[config.mk]
export PLATFORM = sky130hd
export DESIGN_NAME = primitive_sequencer
export DESIGN_NICKNAME = d
export VERILOG_FILES = /design/src/rtl/primitive_sequencer.sv
export SDC_FILE = /design/constraint.sdc
export NUM_CORES = 1
export LEC_CHECK = 0
export BUFFER_PORTS_ARGS = -buffer_cell sky130_fd_sc_hd__buf_2
export CORE_ASPECT_RATIO = 0.8
export CORE_MARGIN = 2
export CORE_UTILIZATION = 55
export DETAILED_ROUTE_END_ITERATION = 10
export PLACE_DENSITY = 0.85
export SLEW_MARGIN = 20
export SYNTH_ARGS = -nofsm -noshare
export SYNTH_HDL_FRONTEND = slang
export SYNTH_SLANG_ARGS = --single-unit
[constraint.sdc]
create_clock -name I_CLOCK -period 3.8 [get_ports I_CLOCK]
set_clock_uncertainty 0.15 [all_clocks]
set_input_delay 0.76 -clock I_CLOCK [delete_from_list [all_inputs] [get_ports I_CLOCK]]
set_output_delay 0.76 -clock I_CLOCK [all_outputs]
set_load 0.01 [all_outputs]
[src/rtl/primitive_sequencer.sv]
// primitive_sequencer: gathers vertex/colour commands into triangles for the GPU rasteriser.
// Optional feature macro: STRIP_MODE_EN enables triangle strips; without it every primitive is a list.
module primitive_sequencer #(
  parameter int VTX_W = 30,
  parameter int GSR_W = 32
) (
  input  logic             I_CLOCK,
  input  logic             I_RESET_N,
  input  logic             I_LOCK,
  input  logic             I_SetVertex,
  input  logic [VTX_W-1:0] I_Vertex,
  input  logic             I_SetColor,
  input  logic [GSR_W-1:0] I_Color,
  input  logic             I_BeginPrim,
  input  logic             I_PrimType,
  input  logic             I_EndPrim,
  input  logic             I_GPUStallSignal,
  output logic             O_Stall,
  output logic             O_TriValid,
  output logic [VTX_W-1:0] O_VertexV1,
  output logic [VTX_W-1:0] O_VertexV2,
  output logic [VTX_W-1:0] O_VertexV3,
  output logic [GSR_W-1:0] O_GSRValue,
  output logic             O_Busy,
  output logic             O_Error
);

  typedef enum logic {IDLE = 1'b0, PRIM = 1'b1} state_e;

  state_e           state_q, state_d;
  logic [1:0]       vcount_q, vcount_d;
  logic [GSR_W-1:0] color_q, color_d;
  logic [GSR_W-1:0] gsr_q, gsr_d;
  logic [VTX_W-1:0] v1_q, v1_d, v2_q, v2_d, v3_q, v3_d;
  logic             tri_valid_q, tri_valid_d;
  logic             error_q, error_d;
  logic             stall;
  logic             accept;

`ifdef STRIP_MODE_EN
  logic strip_q, strip_d;
`else
  logic unused_prim_type;
  assign unused_prim_type = I_PrimType;
`endif

  assign stall  = tri_valid_q & I_GPUStallSignal;
  assign accept = I_LOCK & ~stall;

  // Commands on one edge resolve in the order Begin, Color, Vertex, End,
  // so each step below sees the effect of the ones before it.
  always_comb begin
    state_d     = state_q;
    vcount_d    = vcount_q;
    color_d     = color_q;
    gsr_d       = gsr_q;
    v1_d        = v1_q;
    v2_d        = v2_q;
    v3_d        = v3_q;
    error_d     = error_q;
    tri_valid_d = tri_valid_q & I_GPUStallSignal;
`ifdef STRIP_MODE_EN
    strip_d     = strip_q;
`endif
    if (accept) begin
      if (I_BeginPrim) begin
        if (state_q == PRIM) error_d = 1'b1;
        state_d  = PRIM;
        vcount_d = 2'd0;
`ifdef STRIP_MODE_EN
        strip_d  = I_PrimType;
`endif
      end
      if (I_SetColor) color_d = I_Color;
      if (I_SetVertex) begin
        if (state_d == PRIM) begin
          v1_d = v2_q;
          v2_d = v3_q;
          v3_d = I_Vertex;
`ifdef STRIP_MODE_EN
          if (vcount_d != 2'd3) vcount_d = vcount_d + 2'd1;
`else
          vcount_d = vcount_d + 2'd1;
`endif
          if (vcount_d == 2'd3) begin
            tri_valid_d = 1'b1;
            gsr_d       = color_d;
`ifdef STRIP_MODE_EN
            vcount_d    = strip_d ? 2'd3 : 2'd0;
`else
            vcount_d    = 2'd0;
`endif
          end
        end else begin
          error_d = 1'b1;
        end
      end
      if (I_EndPrim) begin
        if (state_d == PRIM) begin
          state_d = IDLE;
`ifdef STRIP_MODE_EN
          if (strip_d ? (vcount_d != 2'd3) : (vcount_d == 2'd1 || vcount_d == 2'd2))
            error_d = 1'b1;
`else
          if (vcount_d == 2'd1 || vcount_d == 2'd2) error_d = 1'b1;
`endif
        end else begin
          error_d = 1'b1;
        end
      end
    end
  end

  always_ff @(negedge I_CLOCK or negedge I_RESET_N) begin
    if (!I_RESET_N) begin
      state_q     <= IDLE;
      vcount_q    <= 2'd0;
      color_q     <= '0;
      gsr_q       <= '0;
      v1_q        <= '0;
      v2_q        <= '0;
      v3_q        <= '0;
      tri_valid_q <= 1'b0;
      error_q     <= 1'b0;
`ifdef STRIP_MODE_EN
      strip_q     <= 1'b0;
`endif
    end else begin
      state_q     <= state_d;
      vcount_q    <= vcount_d;
      color_q     <= color_d;
      gsr_q       <= gsr_d;
      v1_q        <= v1_d;
      v2_q        <= v2_d;
      v3_q        <= v3_d;
      tri_valid_q <= tri_valid_d;
      error_q     <= error_d;
`ifdef STRIP_MODE_EN
      strip_q     <= strip_d;
`endif
    end
  end

  assign O_Stall    = stall;
  assign O_TriValid = tri_valid_q;
  assign O_VertexV1 = v1_q;
  assign O_VertexV2 = v2_q;
  assign O_VertexV3 = v3_q;
  assign O_GSRValue = gsr_q;
  assign O_Busy     = (state_q == PRIM);
  assign O_Error    = error_q;

endmodule

==> results of run 1 <==
per-layer routing:
metal	vias to the layer above	global-route usage	wire, um
met3	18	0.05467	753
met1	2104	0.2775	6066
met5	-	0	0
li1	1906	-	-
met4	0	0.07009	237
met2	127	0.3825	7344
cell usage after synthesis:
cell type / count
mux2_2: 185
dfrtn_1: 159
buf_6: 12
clkbuf_1: 4
nand2_1: 4
a21oi_1: 3
buf_2: 3
o211ai_1: 3
nand2b_1: 2
nor2_1: 2
o21ai_0: 2
a21bo_1: 1
a21o_1: 1
a222oi_1: 1
and2_1: 1
buf_4: 1
clkbuf_2: 1
inv_1: 1
mux2_1: 1
nor2_2: 1
nor2b_1: 1
nor3_1: 1
nor3b_1: 1
nor4_4: 1
o21ai_1: 1
o21bai_1: 1
o22ai_1: 1
or2_2: 1
cell usage in the layout, fill, tap and decap left out, drive strengths merged:
master    synthesis  final
nor3b             1      1
or2               1      1
o21bai            1      1
nor4              1      1
and2              1      1
o21ai             3      3
clkinv            0      2
dfrtn           159    159
clkbuf            5     22
a21o              1      1
o211ai            3      3
nor2              3      3
nor3              1      1
buf              16    239
a21oi             3      3
o22ai             1      1
inv               1      6
bufinv            0      2
a222oi            1      1
a21bo             1      1
nand2             4      4
nand2b            2      2
clkinvlp          0      3
nor2b             1      1
bufbuf            0      1
mux2            186    186
sequential cells by signal, summed over array words and instances, names as in the netlist:
signal      cells
O_TriValid      1
O_VertexV2     30
O_VertexV3     30
O_GSRValue     32
O_VertexV1     30
O_Error         1
O_Busy          1
color_q        32
vcount_q        2
worst max path at each step:
stage,start,endpoint,slack (ns)
2_1_floorplan,I_LOCK,O_GSRValue[0],-0.38
3_3_place_gp,I_GPUStallSignal,O_GSRValue[15],-0.45
3_5_place_dp,I_LOCK,O_GSRValue[21],-0.50
4_1_cts,O_TriValid,O_Stall,-0.05
5_1_grt,O_TriValid,O_Stall,-0.08
6_report,O_TriValid,O_Stall,-0.06
layout make-up:
class | instances | share of cell area
Multi-Input combinational cell | 215 | 0.2779
Timing Repair Buffer | 242 | 0.1770
Sequential cell | 159 | 0.4536
Inverter | 1 | 0.0004280
Clock buffer | 20 | 0.05321
Tap cell | 148 | 0.02111
Clock inverter | 12 | 0.01669
repair_timing:
item / 4_1_cts / 5_1_grt
cloned: 2 / 2
pin swaps: 3 / 1
setup buffers: 6 / 16
resized for setup: 21 / 21
setup endpoints to repair: 42 / 78
critical path: stages (launching register included):
cell,delay [ns]
dfrtn_1,0.41
and2_4,0.15
buf_6,0.09
where the power goes:
part / internal (mW) / switching [mW] / total [mW]
combinational: 0.898 / 0.701 / 1.60
clock: 1.04 / 0.707 / 1.74
sequential: 2.23 / 0.301 / 2.54
total: 4.17 / 1.71 / 5.88
logic make-up after synthesis:
logic type	after synthesis	share of synthesized area
compound gates	14	0.01457
mux	186	0.3251
simple gates	15	0.01457
flops	159	0.6176
buf+inv	22	0.02816
through the flow:
step / hold slack (ns) / TNS [ns] / std cells
final: 0.2788 / -0.2240 / 797
after CTS: 0.2828 / -0.5090 / 779
after global routing: 0.3097 / -0.7857 / 797
after global placement: 0.2715 / -48.27 / 739
after floorplan: 0.2857 / -41.98 / 396
after detailed placement: 0.2796 / -51.98 / 739
==> impl_metrics.env, run 1 <==
export IMPL_worstHoldPathType="flop to flop"
export IMPL_rrSetupSlack_ns=1.80
export IMPL_layout_nets=707
export IMPL_antenna_cells=0
export IMPL_grt_overflow=0
export IMPL_r2r_start="vcount_q[1]"
export IMPL_synth_area_leaders="dfrtn_1 (62%), mux2_2 (32%), buf_6 (2.1%)"
export IMPL_grt_pass1_vias=4341
export IMPL_cp_required_ns=2.89
export IMPL_synth_nets=467
export IMPL_synth_avg_cell_area_um2=16.27
export IMPL_die_area_um2=12600
export IMPL_tightest_slew_ns=0.3065
export IMPL_rsz0062_at_grt="yes"
export IMPL_clockBufferDepth=2
export IMPL_relSlewSlack=0.7942
export IMPL_min_path_cells=1
export IMPL_power_density_nw_per_um2=670.2
export IMPL_cap_viol_max_count=0
export IMPL_wl_mm=14.40
export IMPL_violations="setup timing"
export IMPL_cp_max_fo=2
export IMPL_drt_iter0_drc=168
export IMPL_clk_pin_slew_worst_paths_ns=0.05
export IMPL_drtAntennaViolNets=0
export IMPL_path_class="flop to primary output"
export IMPL_hpwlAfterDp_mm=9.322
export IMPL_die_height_um=100.8
export IMPL_reg2reg_depth=5
export IMPL_clkLatencyLatePin_ns=0.39
export IMPL_h_tree_depth=4
export IMPL_core_area_um2=11470
export IMPL_place_area_um2=7725
export IMPL_arrival_ns=2.95
export IMPL_total_power_mw=5.878
export IMPL_pre_cts_ws_ns=-0.5004
export IMPL_routed_via_density=5.213
export IMPL_worstHoldStart="O_Error"
export IMPL_setup_violations=12
export IMPL_tritoncts="built"
export IMPL_ys_ff_latch=159
export IMPL_grt_max_degree=47
export IMPL_cts_sinks=159
export IMPL_ctsHoldBuffers=0
export IMPL_antenna_found_initial=0
export IMPL_yosys_area_top_type_share=0.6176
export IMPL_gp_congestion=0.7631
export IMPL_ys_warnings_count=0
export IMPL_drive_gt1_frac=0.7211
export IMPL_slew_violations=0
export IMPL_cp_end_kind="primary output"
export IMPL_syn_to_final_growth_pct=36.14
export IMPL_worst_setup_path_start_kind="flop"
export IMPL_cts_buffers=17
export IMPL_status="complete, but fails checks"
export IMPL_yosysSeqAreaShare=0.6176
export IMPL_wire_per_inst_um=18.07
export IMPL_vias=4155
export IMPL_start_util=0.5615
export IMPL_hold_violations=0
export IMPL_min_to="O_Error"
export IMPL_stdcell_area_um2=8771
export IMPL_syn_area_um2=6442
export IMPL_ys_types=28
export IMPL_n_fill_cell=681
export IMPL_syn_inst=396
export IMPL_io_buffers=195
export IMPL_setup_ws_ns=-0.05655
export IMPL_yosys_area_top_type="dfrtn_1"
export IMPL_grtUsageTotal=0.2207
export IMPL_final_seq_area_um2=3979
export IMPL_drc_errors=0
export IMPL_grt_pass1_wl_mm=22.02
export IMPL_ioPinCount=197
export IMPL_timing_rr_end="O_GSRValue[29]"
export IMPL_die_w_um=125.0
export IMPL_ir_drop_mv=0.5030
export IMPL_first_pass_iters=4
export IMPL_root_buffer="clkbuf_16"
export IMPL_leakagePower_nw=4.248
export IMPL_fp_row_count=35
export IMPL_final_util=0.7644
export IMPL_multi_input_area_um2=2437
Note: power is estimated with default switching activity, not from simulation.
==> run 2: changes to the inputs <==
ABC_AREA = 1   (was unset)
CELL_PAD_IN_SITES_DETAIL_PLACEMENT = 1   (was unset)
CELL_PAD_IN_SITES_GLOBAL_PLACEMENT = 2   (was unset)
CORE_UTILIZATION = 34   (was 55)
PLACE_DENSITY = unset   (was 0.85)
PLACE_DENSITY_LB_ADDON = 0.1   (was unset)
==> impl_metrics.env, run 2 <==
export IMPL_synth_common_cells="dfrtn_1 (159), nand2_1 (107), mux2_2 (90)"
export IMPL_violations="setup timing"
export IMPL_ioPinCount=197
export IMPL_cap_viol_max_count=0
export IMPL_vias=4966
export IMPL_ir_drop_mv=0.3171
export IMPL_grt_overflow=0
export IMPL_h_tree_depth=4
export IMPL_antenna_cells=0
export IMPL_wl_mm=17.08
export IMPL_worst_setup_path_start_kind="flop"
export IMPL_die_height_um=126.9
export IMPL_die_area_um2=20020
export IMPL_syn_inst=574
export IMPL_grt_pass1_vias=5279
export IMPL_status="complete, but fails checks"
export IMPL_synth_main_ff_cell="dfrtn_1"
export IMPL_arrival_ns=2.94
export IMPL_cp_max_fo=2
export IMPL_cts_sinks=159
export IMPL_antenna_found_initial=2
export IMPL_synth_edf_count=0
export IMPL_drive_gt1_frac=0.4775
export IMPL_clockBufferDepth=2
export IMPL_leakagePower_nw=4.576
export IMPL_setup_violations=8
export IMPL_multi_input_area_um2=2059
export IMPL_hpwlAfterDp_mm=11.36
export IMPL_setup_ws_ns=-0.05298
export IMPL_place_area_um2=7964
export IMPL_yosys_area_top_type_share=0.6194
export IMPL_ys_async_sr_fraction=1.000
export IMPL_worstHoldPathType="flop to flop"
export IMPL_final_common_cell="buf_2"
export IMPL_mostFrequentLayoutCells="buf_2 (163), dfrtn_1 (159), nand2_1 (106)"
export IMPL_tightest_slew_ns=0.2692
export IMPL_hold_ws_ns=0.2632
export IMPL_synth_area_leaders="dfrtn_1 (62%), mux2_2 (16%), o21ai_0 (6.6%)"
export IMPL_yosys_area_top_type="dfrtn_1"
export IMPL_ys_warnings_count=0
export IMPL_ys_types=21
export IMPL_path_class="flop to primary output"
export IMPL_syn_to_final_growth_pct=43.86
export IMPL_ys_ff_latch=159
export IMPL_slew_violations=0
export IMPL_wire_per_inst_um=15.57
export IMPL_drtAntennaViolNets=0
export IMPL_grt_pass1_wl_mm=26.81
export IMPL_core_area_um2=18330
export IMPL_io_buffers=195
export IMPL_rsz0062_at_grt="yes"
export IMPL_met2_usage=0.2803
export IMPL_gr_usage_met3=0.06218
export IMPL_relSlewSlack=0.8187
export IMPL_cp_required_ns=2.89
export IMPL_synth_avg_cell_area_um2=11.19
export IMPL_tritoncts="built"
export IMPL_hold_violations=0
export IMPL_grtUsageTotal=0.1720
export IMPL_first_pass_iters=4
export IMPL_busiest_layer="met2"
export IMPL_drt_iter0_drc=159
export IMPL_placedCellCount=1019
export IMPL_grt_max_degree=65
export IMPL_start_util=0.3504
export IMPL_die_w_um=157.7
export IMPL_n_fill_cell=2023
export IMPL_cpPeakStageDelay_ns=0.44
export IMPL_drc_errors=0
export IMPL_root_buffer="clkbuf_16"
export IMPL_cp_cell_sequence="nand2_4 -> inv_4 -> buf_6"
export IMPL_cp_end_kind="primary output"
export IMPL_clk_pin_slew_worst_paths_ns=0.05
export IMPL_synth_most_common_cell="dfrtn_1"
export IMPL_routed_via_density=4.527
export IMPL_final_seq_area_um2=3979
export IMPL_yosysSeqAreaShare=0.6194
export IMPL_clkLatencyLatePin_ns=0.40
export IMPL_met1_usage=0.2126
export IMPL_fin_cells=1097
export IMPL_layout_nets=902
export IMPL_critPathSlowestCell="dfrtn_1"
export IMPL_cts_buffers=17
export IMPL_ctsHoldBuffers=0
export IMPL_power_density_nw_per_um2=697.0
export IMPL_fp_row_count=44
export IMPL_synth_nets=645
export IMPL_gp_congestion=0.7895
export IMPL_stdcell_area_um2=9241
export IMPL_syn_area_um2=6424
## run 2: path summary, 6_finish.rpt
path / start / to / slack, ns / cells after the start
setup / recovery: O_TriValid / O_Stall / -0.05 / 3
min in group asynchronous: I_RESET_N / O_Error / 1.84 / 1
hold reg to reg: O_Error / O_Error / 0.26 / 2
setup reg to reg: O_Busy / O_TriValid / 1.79 / 10
hold / removal: O_Error / O_Error / 0.26 / 2
max in group asynchronous: I_RESET_N / O_VertexV3[8] / 1.12 / 2
## run 2: cell families after synthesis
| kind of cell | share of synthesized area |
|---|---|
| simple gates | 0.07324 |
| mux | 0.1578 |
| buf+inv | 0.06778 |
| compound gates | 0.08181 |
| flops | 0.6194 |
## run 2: stage by stage
step / worst slack (ns) / util / TNS [ns] / total power [mW]
finish: -0.05298 / 0.5041 / -0.09620 / 6.442
global route: -0.09201 / 0.5041 / -2.011 / 6.847
global placement: -0.2733 / 0.4344 / -31.21 / 4.242
detailed placement: -0.3402 / 0.4344 / -36.59 / 4.321
floorplan: -0.02045 / - / -1.930 / 3.457
CTS: -0.07816 / 0.4770 / -0.1784 / 6.282
## run 2: routing by layer
| metal | routed length [um] | vias up | share of wire |
|---|---|---|---|
| li1 | - | 2372 | - |
| met1 | 7365 | 2458 | 0.43 |
| met2 | 8320 | 114 | 0.49 |
| met3 | 1153 | 20 | 0.068 |
| met4 | 229 | 2 | 0.013 |
| met5 | 10 | - | 0.00059 |
## run 2: worst max-delay path: cells and delay by family (launching register included)
kind / cells / cell delay, ns
flops: 1 / 0.44
buf+inv: 2 / 0.14
simple gates: 1 / 0.06
## run 2: power by group
part           internal (mW)  switching, mW
clock network           1.06          0.756
registers               2.31          0.331
logic                   1.07          0.916
total                   4.44           2.00
## run 2: layout make-up
class,instances,share of cell area
Clock buffer,18,0.04644
Clock inverter,14,0.02099
Inverter,74,0.03033
Multi-Input combinational cell,311,0.2229
Sequential cell,159,0.4305
Tap cell,253,0.03425
Timing Repair Buffer,268,0.2146
## run 2: timing repair
item | 4_1_cts | 5_1_grt
cloned | 0 | 3
gates resized for setup | 11 | 38
buffers inserted | 13 | 31
pin swaps | 1 | 3
setup endpoints to repair | 27 | 102
==> run 3: changes to the inputs <==
CORE_UTILIZATION = 30   (was 34)
==> impl_metrics.env, run 3 (synthesis results as in run 2) <==
export IMPL_tritoncts="built"
export IMPL_grt_overflow=0
export IMPL_first_pass_iters=4
export IMPL_cp_end_kind="primary output"
export IMPL_ir_drop_mv=0.2526
export IMPL_n_fill_cell=2287
export IMPL_pre_cts_ws_ns=-0.3486
export IMPL_grt_pass1_wl_mm=25.91
export IMPL_busiest_layer="met2"
export IMPL_routed_via_density=4.464
export IMPL_setup_violations=7
export IMPL_r2r_start="O_TriValid"
export IMPL_arrival_ns=2.95
export IMPL_start_util=0.3077
export IMPL_setup_tns_ns=-0.1044
export IMPL_hold_violations=0
export IMPL_cts_buffers=17
export IMPL_h_tree_depth=4
export IMPL_grt_max_degree=47
export IMPL_path_class="flop to primary output"
export IMPL_cp_max_fo=2
export IMPL_slew_violations=0
export IMPL_cp_required_ns=2.89
export IMPL_cpPeakStageDelay_ns=0.44
export IMPL_syn_to_final_growth_pct=43.67
export IMPL_place_area_um2=7961
export IMPL_hold_ws_ns=0.2936
export IMPL_layout_nets=898
export IMPL_core_area_um2=20880
export IMPL_antenna_found_initial=2
export IMPL_gp_congestion=0.7244
export IMPL_grtUsageTotal=0.1451
export IMPL_drc_errors=0
export IMPL_setup_ws_ns=-0.06359
export IMPL_power_density_nw_per_um2=692.7
export IMPL_io_buffers=195
export IMPL_drt_iter0_drc=185
export IMPL_leakagePower_nw=4.554
export IMPL_met2_usage=0.2388
export IMPL_violations="setup timing"
export IMPL_seq_power_share=0.410
export IMPL_crit_family="flip-flops"
export IMPL_netSwitchingFraction=0.3106
export IMPL_hpwlAfterDp_mm=11.21
export IMPL_cp_startpoint="O_TriValid"
export IMPL_rsz0062_at_grt="yes"
export IMPL_vias=4951
export IMPL_antenna_cells=0
export IMPL_internal_power_mw=4.408
export IMPL_worstHoldPathType="flop to flop"
export IMPL_clkPwrFrac=0.284
export IMPL_grt_pass1_vias=5070
export IMPL_mostFrequentLayoutCells="buf_2 (169), dfrtn_1 (159), nand2_1 (105)"
export IMPL_worstHoldStart="O_VertexV1[25]"
export IMPL_fp_row_count=47
export IMPL_drive_gt1_frac=0.4726
export IMPL_clkLatencyLatePin_ns=0.40
export IMPL_critPathSlowestCell="dfrtn_1"
export IMPL_status="complete, but fails checks"
export IMPL_ioPinCount=197
export IMPL_worst_setup_path_start_kind="flop"
export IMPL_die_height_um=134.9
export IMPL_drtAntennaViolNets=0
export IMPL_final_util=0.4421
export IMPL_pwr_share_comb=0.306
export IMPL_root_buffer="clkbuf_16"
export IMPL_cp_cell_sequence="nand2_4 -> inv_4 -> buf_6"
export IMPL_wl_mm=17.00
export IMPL_tightest_slew_ns=0.4356
export IMPL_final_common_cell="buf_2"
export IMPL_power_switching_mw=1.986
export IMPL_cap_viol_max_count=0
export IMPL_die_w_um=167.6
export IMPL_met1_usage=0.1765
export IMPL_clockBufferDepth=2
export IMPL_stdcell_area_um2=9229
export IMPL_die_area_um2=22610
export IMPL_relSlewSlack=0.7096
export IMPL_total_power_mw=6.393
export IMPL_clk_pin_slew_worst_paths_ns=0.05
export IMPL_fin_cells=1109
export IMPL_cts_sinks=159
export IMPL_placedCellCount=1032
export IMPL_wire_per_inst_um=15.33
export IMPL_worstPathBufferInverterCount=2
export IMPL_gr_usage_met3=0.05481
## run 3: changes by cell type in the layout (fill, tap and decap cells not counted), sizes merged
cell    delta
buf        -6
clkbuf     +2
clkinv     +2
inv        -2
## run 3: final timing paths
kind / to / slack, ns / cells after the start
setup reg to reg: O_TriValid / 1.97 / 9
setup / recovery: O_Stall / -0.06 / 3
hold / removal: O_VertexV1[25] / 0.29 / 1
hold reg to reg: O_VertexV1[25] / 0.29 / 1
min in group asynchronous: O_GSRValue[0] / 1.91 / 1
max in group asynchronous: O_VertexV1[27] / 1.04 / 2
## run 3: power by group through the flow
stage	sequential, mW	combinational (mW)	clock, mW
2_1_floorplan	2.87	0.592	0
3_3_place_gp	2.62	1.64	0
3_5_place_dp	2.65	1.67	0
4_1_cts	2.62	1.72	1.88
5_1_grt	2.70	2.14	1.95
6_report	2.62	1.96	1.82
## run 3: routing by layer
metal	routed length (um)	part of all wire	vias up
met5	25	0.0015	-
met1	7383	0.43	2438
met4	223	0.013	4
li1	-	-	2378
met3	1143	0.067	15
met2	8223	0.48	116
## run 3: cell type report
class	instances	area, um^2	share of cell area
Clock buffer	18	429.2	0.04650
Clock inverter	14	201.4	0.02183
Inverter	74	280.3	0.03037
Multi-Input combinational cell	311	2051	0.2222
Sequential cell	159	3979	0.4311
Tap cell	269	336.6	0.03647
Timing Repair Buffer	264	1952	0.2115
## run 3: repair_timing
action | CTS | global route
setup endpoints to repair | 15 | 96
hold buffers | 0 | 0
gates resized for setup | 5 | 36
pin swaps | 1 | 3
gates cloned | 0 | 6
buffers inserted | 7 | 33
